===== config.mk =====
export PLATFORM = sky130hd
export DESIGN_NAME = os_pe_row_stream
export DESIGN_NICKNAME = d
export VERILOG_FILES = /design/src/rtl/os_pe_row_stream.sv
export SDC_FILE = /design/constraint.sdc
export NUM_CORES = 2
export LEC_CHECK = 0
export CORE_MARGIN = 4
export CORE_UTILIZATION = 56
export CTS_BUF_LIST = sky130_fd_sc_hd__clkbuf_4 sky130_fd_sc_hd__clkbuf_8
export DETAILED_ROUTE_END_ITERATION = 10
export GPL_TIMING_DRIVEN = 0
export PLACE_DENSITY_LB_ADDON = 0.25
export SLEW_MARGIN = 30
export SYNTH_ARGS = -nofsm -noshare
export SYNTH_HDL_FRONTEND = slang
export SYNTH_SLANG_ARGS = --single-unit

===== constraint.sdc =====
create_clock -name clk -period 7.8 [get_ports clk]
set_input_delay 1.56 -clock clk [delete_from_list [all_inputs] [get_ports clk]]
set_output_delay 1.56 -clock clk [all_outputs]
set_load 0.005 [all_outputs]

===== src/rtl/os_pe_row_stream.sv =====
// Output-stationary row of N MAC PEs with a systolic fmap shift chain.
// Each tile accepts K beats, then drains the N accumulators one per handshake.
module os_pe_row_stream #(
    parameter int IN_W  = 16,
    parameter int OUT_W = 32,
    parameter int N     = 4,
    parameter int K     = 8
) (
    input  logic                   clk,
    input  logic                   rst,
    input  logic                   start,
    input  logic                   acc_keep,
    input  logic                   in_valid,
    output logic                   in_ready,
    input  logic [IN_W-1:0]        fmap_in,
    input  logic [N*IN_W-1:0]      kernel_in,
    output logic [IN_W-1:0]        fmap_out,
    output logic                   res_valid,
    input  logic                   res_ready,
    output logic [OUT_W-1:0]       res_data,
    output logic [$clog2(N)-1:0]   res_idx,
    output logic                   res_last,
    output logic                   busy,
    output logic                   done
);

    localparam int IW = $clog2(N);
    localparam int CW = (K > 1) ? $clog2(K) : 1;

    localparam logic [1:0] IDLE    = 2'd0;
    localparam logic [1:0] COMPUTE = 2'd1;
    localparam logic [1:0] DRAIN   = 2'd2;

    logic [1:0]      state_q, state_d;
    logic [CW-1:0]   cnt_q, cnt_d;
    logic [IW-1:0]   idx_q, idx_d;
    logic            done_q, done_d;
    logic [IN_W-1:0] fp_q [N];
    logic [IN_W-1:0] fp_d [N];
    logic [OUT_W-1:0] acc_q [N];
    logic [OUT_W-1:0] acc_d [N];

    logic signed [IN_W-1:0]     x    [N];
    logic signed [2*IN_W-1:0]   prod [N];
    logic [2*IN_W+OUT_W-1:0]    pext [N];

    logic beat;
    logic last_idx;

    assign in_ready  = (state_q == COMPUTE);
    assign beat      = in_valid & in_ready;
    assign last_idx  = (idx_q == IW'(N - 1));
    assign res_valid = (state_q == DRAIN);
    assign res_last  = res_valid & last_idx;
    assign res_idx   = idx_q;
    assign res_data  = res_valid ? acc_q[idx_q] : '0;
    assign fmap_out  = fp_q[N-1];
    assign busy      = (state_q != IDLE);
    assign done      = done_q;

    // PE i sees the fmap delayed by i beats; PE0 takes it straight off the input.
    genvar g;
    generate
        for (g = 0; g < N; g++) begin : g_pe
            if (g == 0) begin : g_head
                assign x[g] = fmap_in;
            end else begin : g_tail
                assign x[g] = fp_q[g-1];
            end
            assign prod[g] = x[g] * $signed(kernel_in[g*IN_W +: IN_W]);
            assign pext[g] = {{OUT_W{prod[g][2*IN_W-1]}}, prod[g]};
        end
    endgenerate

    always_comb begin
        state_d = state_q;
        cnt_d   = cnt_q;
        idx_d   = idx_q;
        done_d  = 1'b0;
        fp_d    = fp_q;
        acc_d   = acc_q;
        case (state_q)
            IDLE: begin
                if (start) begin
                    state_d = COMPUTE;
                    cnt_d   = '0;
                    for (int i = 0; i < N; i++) begin
                        fp_d[i] = '0;
                        if (!acc_keep) acc_d[i] = '0;
                    end
                end
            end
            COMPUTE: begin
                if (beat) begin
                    fp_d[0] = fmap_in;
                    for (int i = 1; i < N; i++) fp_d[i] = fp_q[i-1];
                    for (int i = 0; i < N; i++) begin
                        acc_d[i] = acc_q[i] + pext[i][OUT_W-1:0];
                    end
                    if (cnt_q == CW'(K - 1)) begin
                        state_d = DRAIN;
                        cnt_d   = '0;
                        idx_d   = '0;
                    end else begin
                        cnt_d = cnt_q + 1'b1;
                    end
                end
            end
            DRAIN: begin
                if (res_ready) begin
                    if (last_idx) begin
                        state_d = IDLE;
                        idx_d   = '0;
                        done_d  = 1'b1;
                    end else begin
                        idx_d = idx_q + 1'b1;
                    end
                end
            end
            default: state_d = IDLE;
        endcase
    end

    always_ff @(posedge clk or negedge rst) begin
        if (!rst) begin
            state_q <= IDLE;
            cnt_q   <= '0;
            idx_q   <= '0;
            done_q  <= 1'b0;
            for (int i = 0; i < N; i++) begin
                fp_q[i]  <= '0;
                acc_q[i] <= '0;
            end
        end else begin
            state_q <= state_d;
            cnt_q   <= cnt_d;
            idx_q   <= idx_d;
            done_q  <= done_d;
            fp_q    <= fp_d;
            acc_q   <= acc_d;
        end
    end

endmodule


### After elaboration in Yosys (flattened, before gate mapping)

Cells that the tools add are included.

| storage, ports and cells | value |
|---|---|
| logic and storage cells | 73 |
| output and inout port bits | 55 |
| bits in registers | 200 |
| input bits | 86 |

| operators by class | value |
|---|---|
| magnitude comparators | 1 |
| mux-type cells | 29 |
| equality and inequality tests | 10 |
| multipliers | 4 |
| add/sub/neg operators | 6 |
| reduce and logical (&&, ||, !) cells | 8 |
| bitwise operators | 3 |

Operator list:

| operator | count |
|---|---|
| $mux W128 | 2 |
| $pmux W128 S2 | 1 |
| $add A32 B32 Y32 | 4 |
| $mul A16 B16 Y32 | 4 |
| $mux W32 | 4 |
| $mux W64 | 2 |
| $pmux W64 S2 | 1 |
| $bmux W32 S2 | 1 |
| $mux W2 | 9 |
| $mux W3 | 3 |
| $ne A2 B1 Y1 const B | 4 |
| $reduce_and A4 Y1 | 2 |
| $pmux W2 S3 | 1 |
| $pmux W3 S2 | 1 |
| $reduce_bool A2 Y1 | 3 |
| $reduce_and A5 Y1 | 1 |
| $eq A2 B2 Y1 const B | 2 |
| $ne A2 B2 Y1 const B | 2 |
| $pmux W2 S2 | 1 |
| $add A3 B1 Y3 const B | 1 |
| $eq A3 B3 Y1 const B | 1 |
| $ge A3 B3 Y1 const B | 1 |
| $mux W1 | 3 |
| $not A2 Y3 | 1 |
| other kinds (5) | 6 |

### Longest topological paths before layout

| depth | value |
|---|---|
| word-level depth | 5 |
| gate-level depth with buffers | 24 |
| mapped depth without buffers | 22 |

### Worst setup path after synthesis

Ideal clock, no wire load.

| timing path | value |
|---|---|
| path kind | input -> register |
| start point | input port fmap_in[15] |
| end point | register acc_q[126] (netlist bit) |
| data arrival time | 7405 ps |
| path slack | 274 ps |
| buffers on the path | 1 |
| required time | 7678 ps |
| cell stages on the path | 22 |
| library setup time | 122 ps |
| path through | clkbuf_1 -> nand2_1 -> inv_1 -> fa_1 -> inv_1 -> fa_1 -> inv_1 -> fa_1 -> fa_1 -> fa_1 -> inv_1 -> fa_1 -> inv_1 -> ha_1 -> and2_1 -> nand4_1 -> nor2_1 -> and3_1 -> a222oi_1 -> a311oi_1 -> or3_1 -> a32o_1 |

| on the way | value |
|---|---|
| word-level cells in the longest chain between the ends | 4 |

RTL lines:

| item | line | source |
|---|---|---|
| start, declared | 15 | `input logic [IN_W-1:0] fmap_in,` |
| $mul A16 B16 Y32 | 70 | `assign prod[g] = x[g] * $signed(kernel_in[g*IN_W +: IN_W]);` |
| $add A32 B32 Y32 | 98 | `acc_d[i] = acc_q[i] + pext[i][OUT_W-1:0];` |
| $mux W128 | 94 | `if (beat) begin` |
| $pmux W128 S2 | 82 | `case (state_q)` |
| end signal, assigned by index | 132 | `acc_q[i] <= '0;` |
| end signal, assigned | 140 | `acc_q <= acc_d;` |
| end, declared | 40 | `logic [OUT_W-1:0] acc_q [N];` |

Every way passes these cells. The select of a mux whose other input is x is not followed.
A chain may end at the register's enable or synchronous reset.

### Final worst setup path

| timing path | value |
|---|---|
| start point | input port kernel_in[49] |
| end point | register acc_q[30] (netlist bit) |

| on the way | value |
|---|---|
| word-level cells in the longest chain between the ends | 4 |

RTL lines:

| item | line | source |
|---|---|---|
| start, declared | 16 | `input logic [N*IN_W-1:0] kernel_in,` |
| $mul A16 B16 Y32 | 70 |  |
| $add A32 B32 Y32 | 98 |  |
| $mux W128 | 94 |  |
| $pmux W128 S2 | 82 |  |

Every way passes these cells. The select of a mux whose other input is x is not followed.

==> key figures <==
Worst setup path
  • Reg2reg path depth: 23
  • Worst Setup SP: kernel_in[49]
  • R2R Path End: acc_q[93]$_DFFE_PN0P_
  • CP Max Fanout: 10
  • CP required: roughly 8.3 ns
  • Critical Path Sink Type: flip-flop
  • Reg-to-Reg Start: fp_q[55]$_DFFE_PN0P_
  • Crit path to: acc_q[30]$_DFFE_PN0P_
  • Stages on the worst setup path: 24
  • CP Cell Sequence: dlygate4sd2_1, buf_4, nand2_1, inv_1, fa_2, buf_4, fa_1, inv_1, fa_1, inv_1, fa_1, fa_1, inv_1, fa_1, inv_1, ha_1, nand2_1, o21a_1, o221ai_1, a31oi_1, a21oi_2, a211oi_2, nor4b_1, a211o_1
  • CP Launch Type: input port
  • Worst path arrival time: roughly 8.1 ns
  • Worst R2R Setup Slack: between 0.4 and 0.5 ns
  • Worst path top cell family by delay: adder cells
  • WS Path Type: input port to flip-flop
  • CP max stage delay: approximately 0.54 ns
  • Worst path slowest cell: fa_1
  • Worst path bufs/invs: 8

Yosys
  • Number of flops mapped to enable cells by yosys: 0
  • Largest area contributor in the netlist: fa_1
  • Post-synth cell types: between 60 and 70
  • FFs w/ async S/R, synth: 100%
  • Avg Cell Area, Syn: around 9.5 sq um
  • Synth warnings: 0
  • Top FF cell, synth: dfrtp_1
  • Synthesized instance count: 5440
  • Seq cells post-synth: 200
  • Mapped Area: 0.0518 sq mm
  • Sequential share of the synthesized area: about a tenth
  • Synth area leaders: fa_1 45%, inv_1 9.8%, dfrtp_1 9.7%
  • Syn_nets: a little over 7000
  • Yosys top cell area share: 45.2%

Final layout
  • Fillers: around 7900
  • Post-layout instance area: ~0.055 sq mm
  • Fraction of layout cells with a size suffix above 1: 4.08%
  • Final core occ: 60.5%
  • Syn-to-layout area delta: 7.11%
  • Number of nets in the layout: 7253

Global route
  • GRT Resource Usage Total: 32.3%
  • Total grt overflow: 0
  • Largest net degree at the start of global routing: 90
  • Vias in the first global route: 41500
  • First-pass GRT wire length: ~240000 um
  • Initial antenna violation count: 9

Worst hold path
  • Hold path cells: 1
  • Tightest Hold Check Type: flip-flop to flip-flop

Timing
  • Max-slew headroom: 26.2%
  • Max Clock Skew: between 0.015 and 0.02 ns
  • Endpoints failing setup: 0
  • Worst Tran Pin Value: roughly 1.1 ns
  • Final period util: 97.9%
  • Max Freq: around 0.13 GHz
  • Minimum clock period: 7.64 ns
  • Max Transition Viols Final: 0
  • Hold Vio Cnt, Final: 0

Clocking
  • CTS buffer count: 17
  • Clk buf depth: 2
  • Clock slew seen by the registers of the worst setup and hold paths: between 0.1 and 0.15 ns
  • CTS Root Cell: clkbuf_8
  • Worst skew pair latency: 0.51 ns
  • CTS tree: yes
  • TritonCTS Sinks: 200
  • H-tree depth: 4
  • Hold Buf Count CTS: 0

Floorplanning
  • Die Span Y: ~310 um
  • Rows: 111
  • Die Area: 0.0974 sq mm
  • Area of the core: ~0.092 sq mm
  • Ports: about 140
  • DIE WIDTH: approximately 310 um
  • Initial Util: between 50% and 60%

Routing
  • First-pass iteration count of the detailed router: 9
  • Vias per inst: roughly 5.7
  • Detailed Route WL: 151000 um
  • Detail Route Antenna Nets: 0
  • Wirelength per Cell: 22.2 um
  • DRC viols: 0
  • Via count: 38900
  • DR iter-0 viols: between 3000 and 4000

Placed design
  • Placer congestion estimate: 0.953
  • # port buffers: 140
  • Dpl hpwl: about 130000 um
  • DP Area: 0.0547 sq mm

Run
  • Max Cap Viol: 0

Run status
  • Status: complete, no violations
==> cells in the mapped netlist (all sizes together) (72+ instances only) <==
library cell     n
fa            1168
clkbuf         220
dfrtp          200
xnor2          101
nand2          622
ha             395
nor2           104
a22o            88
inv           1354
o21ai          129
a21oi           72
and2           525
==> timing repair <==
item | CTS | global route
resized for setup | 98 | 151
setup endpoints to repair | 33 | 37
pin swaps | 1 | 4
setup buffers | 2 | 6
==> area by class of cell <==
| class | count | area (sq um) | share of cell area, % |
|---|---|---|---|
| timing repair buffer | 150 | 1510 | 2.73 |
| inverter | 1354 | 5100 | 9.19 |
| multi-input combinational | 3646 | 40800 | 73.6 |
| tap | 1186 | 1480 | 2.68 |
| sequential | 200 | 5000 | 9.02 |
| antenna | 5 | 12.5 | 0.0226 |
| clock inverter | 13 | 184 | 0.332 |
| buffer | 235 | 1060 | 1.92 |
| clock buffer | 19 | 262 | 0.471 |
==> worst min path at each step <==
| stage | from | endpoint |
|---|---|---|
| finish | cnt_q[1]$_DFFE_PN0P_ | cnt_q[1]$_DFFE_PN0P_ |
| global route | cnt_q[1]$_DFFE_PN0P_ | cnt_q[1]$_DFFE_PN0P_ |
| CTS | cnt_q[1]$_DFFE_PN0P_ | cnt_q[1]$_DFFE_PN0P_ |
| global placement | cnt_q[1]$_DFFE_PN0P_ | cnt_q[1]$_DFFE_PN0P_ |
| floorplan | acc_q[15]$_DFFE_PN0P_ | acc_q[15]$_DFFE_PN0P_ |
| detailed placement | cnt_q[1]$_DFFE_PN0P_ | cnt_q[1]$_DFFE_PN0P_ |
==> logic make-up after synthesis <==
| kind of cell | synth area share [%] |
|---|---|
| buffers and inverters | 11.7 |
| adders and majority gates | 54.7 |
| and+or+nand+nor | 13.3 |
| AOI/OAI and AO/OA | 6.73 |
| DFF | 9.67 |
| xor gates and xnor gates | 2.44 |
| muxes | 1.45 |
==> worst reg2reg max path: stages, from the launching register on <==
cell and delay [ns]:
dfrtp_1 0.36, clkbuf_1 0.61, clkbuf_1 0.58, nand2_1 0.17, fa_1 0.56, inv_1 0.05, fa_1 0.49, inv_1 0.06
fa_1 0.53, inv_1 0.05, fa_1 0.48, fa_1 0.49, inv_1 0.05, fa_1 0.48, inv_1 0.04, ha_1 0.32
a21o_1 0.19, a211o_1 0.33, o22a_1 0.21, o21a_1 0.15, a31oi_2 0.29, o21ai_2 0.16, a31o_2 0.27, a221o_1 0.29
==> flip-flops by register name, summed over array words and instances (netlist names) <==
signal and count:
res_idx 2, done 1, acc_q 128, cnt_q 3, state_q 2, fmap_out 16, fp_q 48
==> per-layer routing <==
layer | part of all wire, % | vias to the layer above | track usage, % | routed length (um)
met5 | 0.13 | - | 1.09 | 192
met4 | 4.1 | 6 | 10.8 | 6230
met3 | 10 | 355 | 7.78 | 15300
met2 | 48 | 1700 | 52.7 | 71900
met1 | 38 | 20200 | 42.7 | 57500
li1 | - | 16600 | - | -
==> placed cells by master (no fill, tap or decap), types with 30 or more instances in the layout <==
cell type	netlist	layout
and2_1	525	525
fa_1	1168	1162
dlymetal6s2s_1	0	30
clkbuf_1	220	142
a21oi_1	72	71
a21o_1	67	67
o21ai_0	127	123
dfrtp_1	200	200
nand3_1	31	31
ha_1	395	395
nand2_1	622	622
nor2_1	104	103
a22o_1	88	88
xnor2_1	101	101
xor2_1	43	43
mux4_2	32	32
clkdlybuf4s50_1	0	84
inv_1	1354	1346
clkbuf_2	0	75
==> per-stage QoR <==
step	worst slack (ns)	hold slack [ns]	setup TNS, ns	std cells
3_3_place_gp	-3.23	0.494	-676.70	6766
6_report	0.164	0.525	0	6808
2_1_floorplan	0.274	0.466	0	5440
4_1_cts	0.000803	0.526	0	6802
3_5_place_dp	-1.51	0.498	-40.14	6768
5_1_grt	-0.00118	0.546	-0.00118	6804
Power is left out: the tool's default activity adds up to more than one toggle a clock period on the data nets, which glitch-free logic cannot reach.
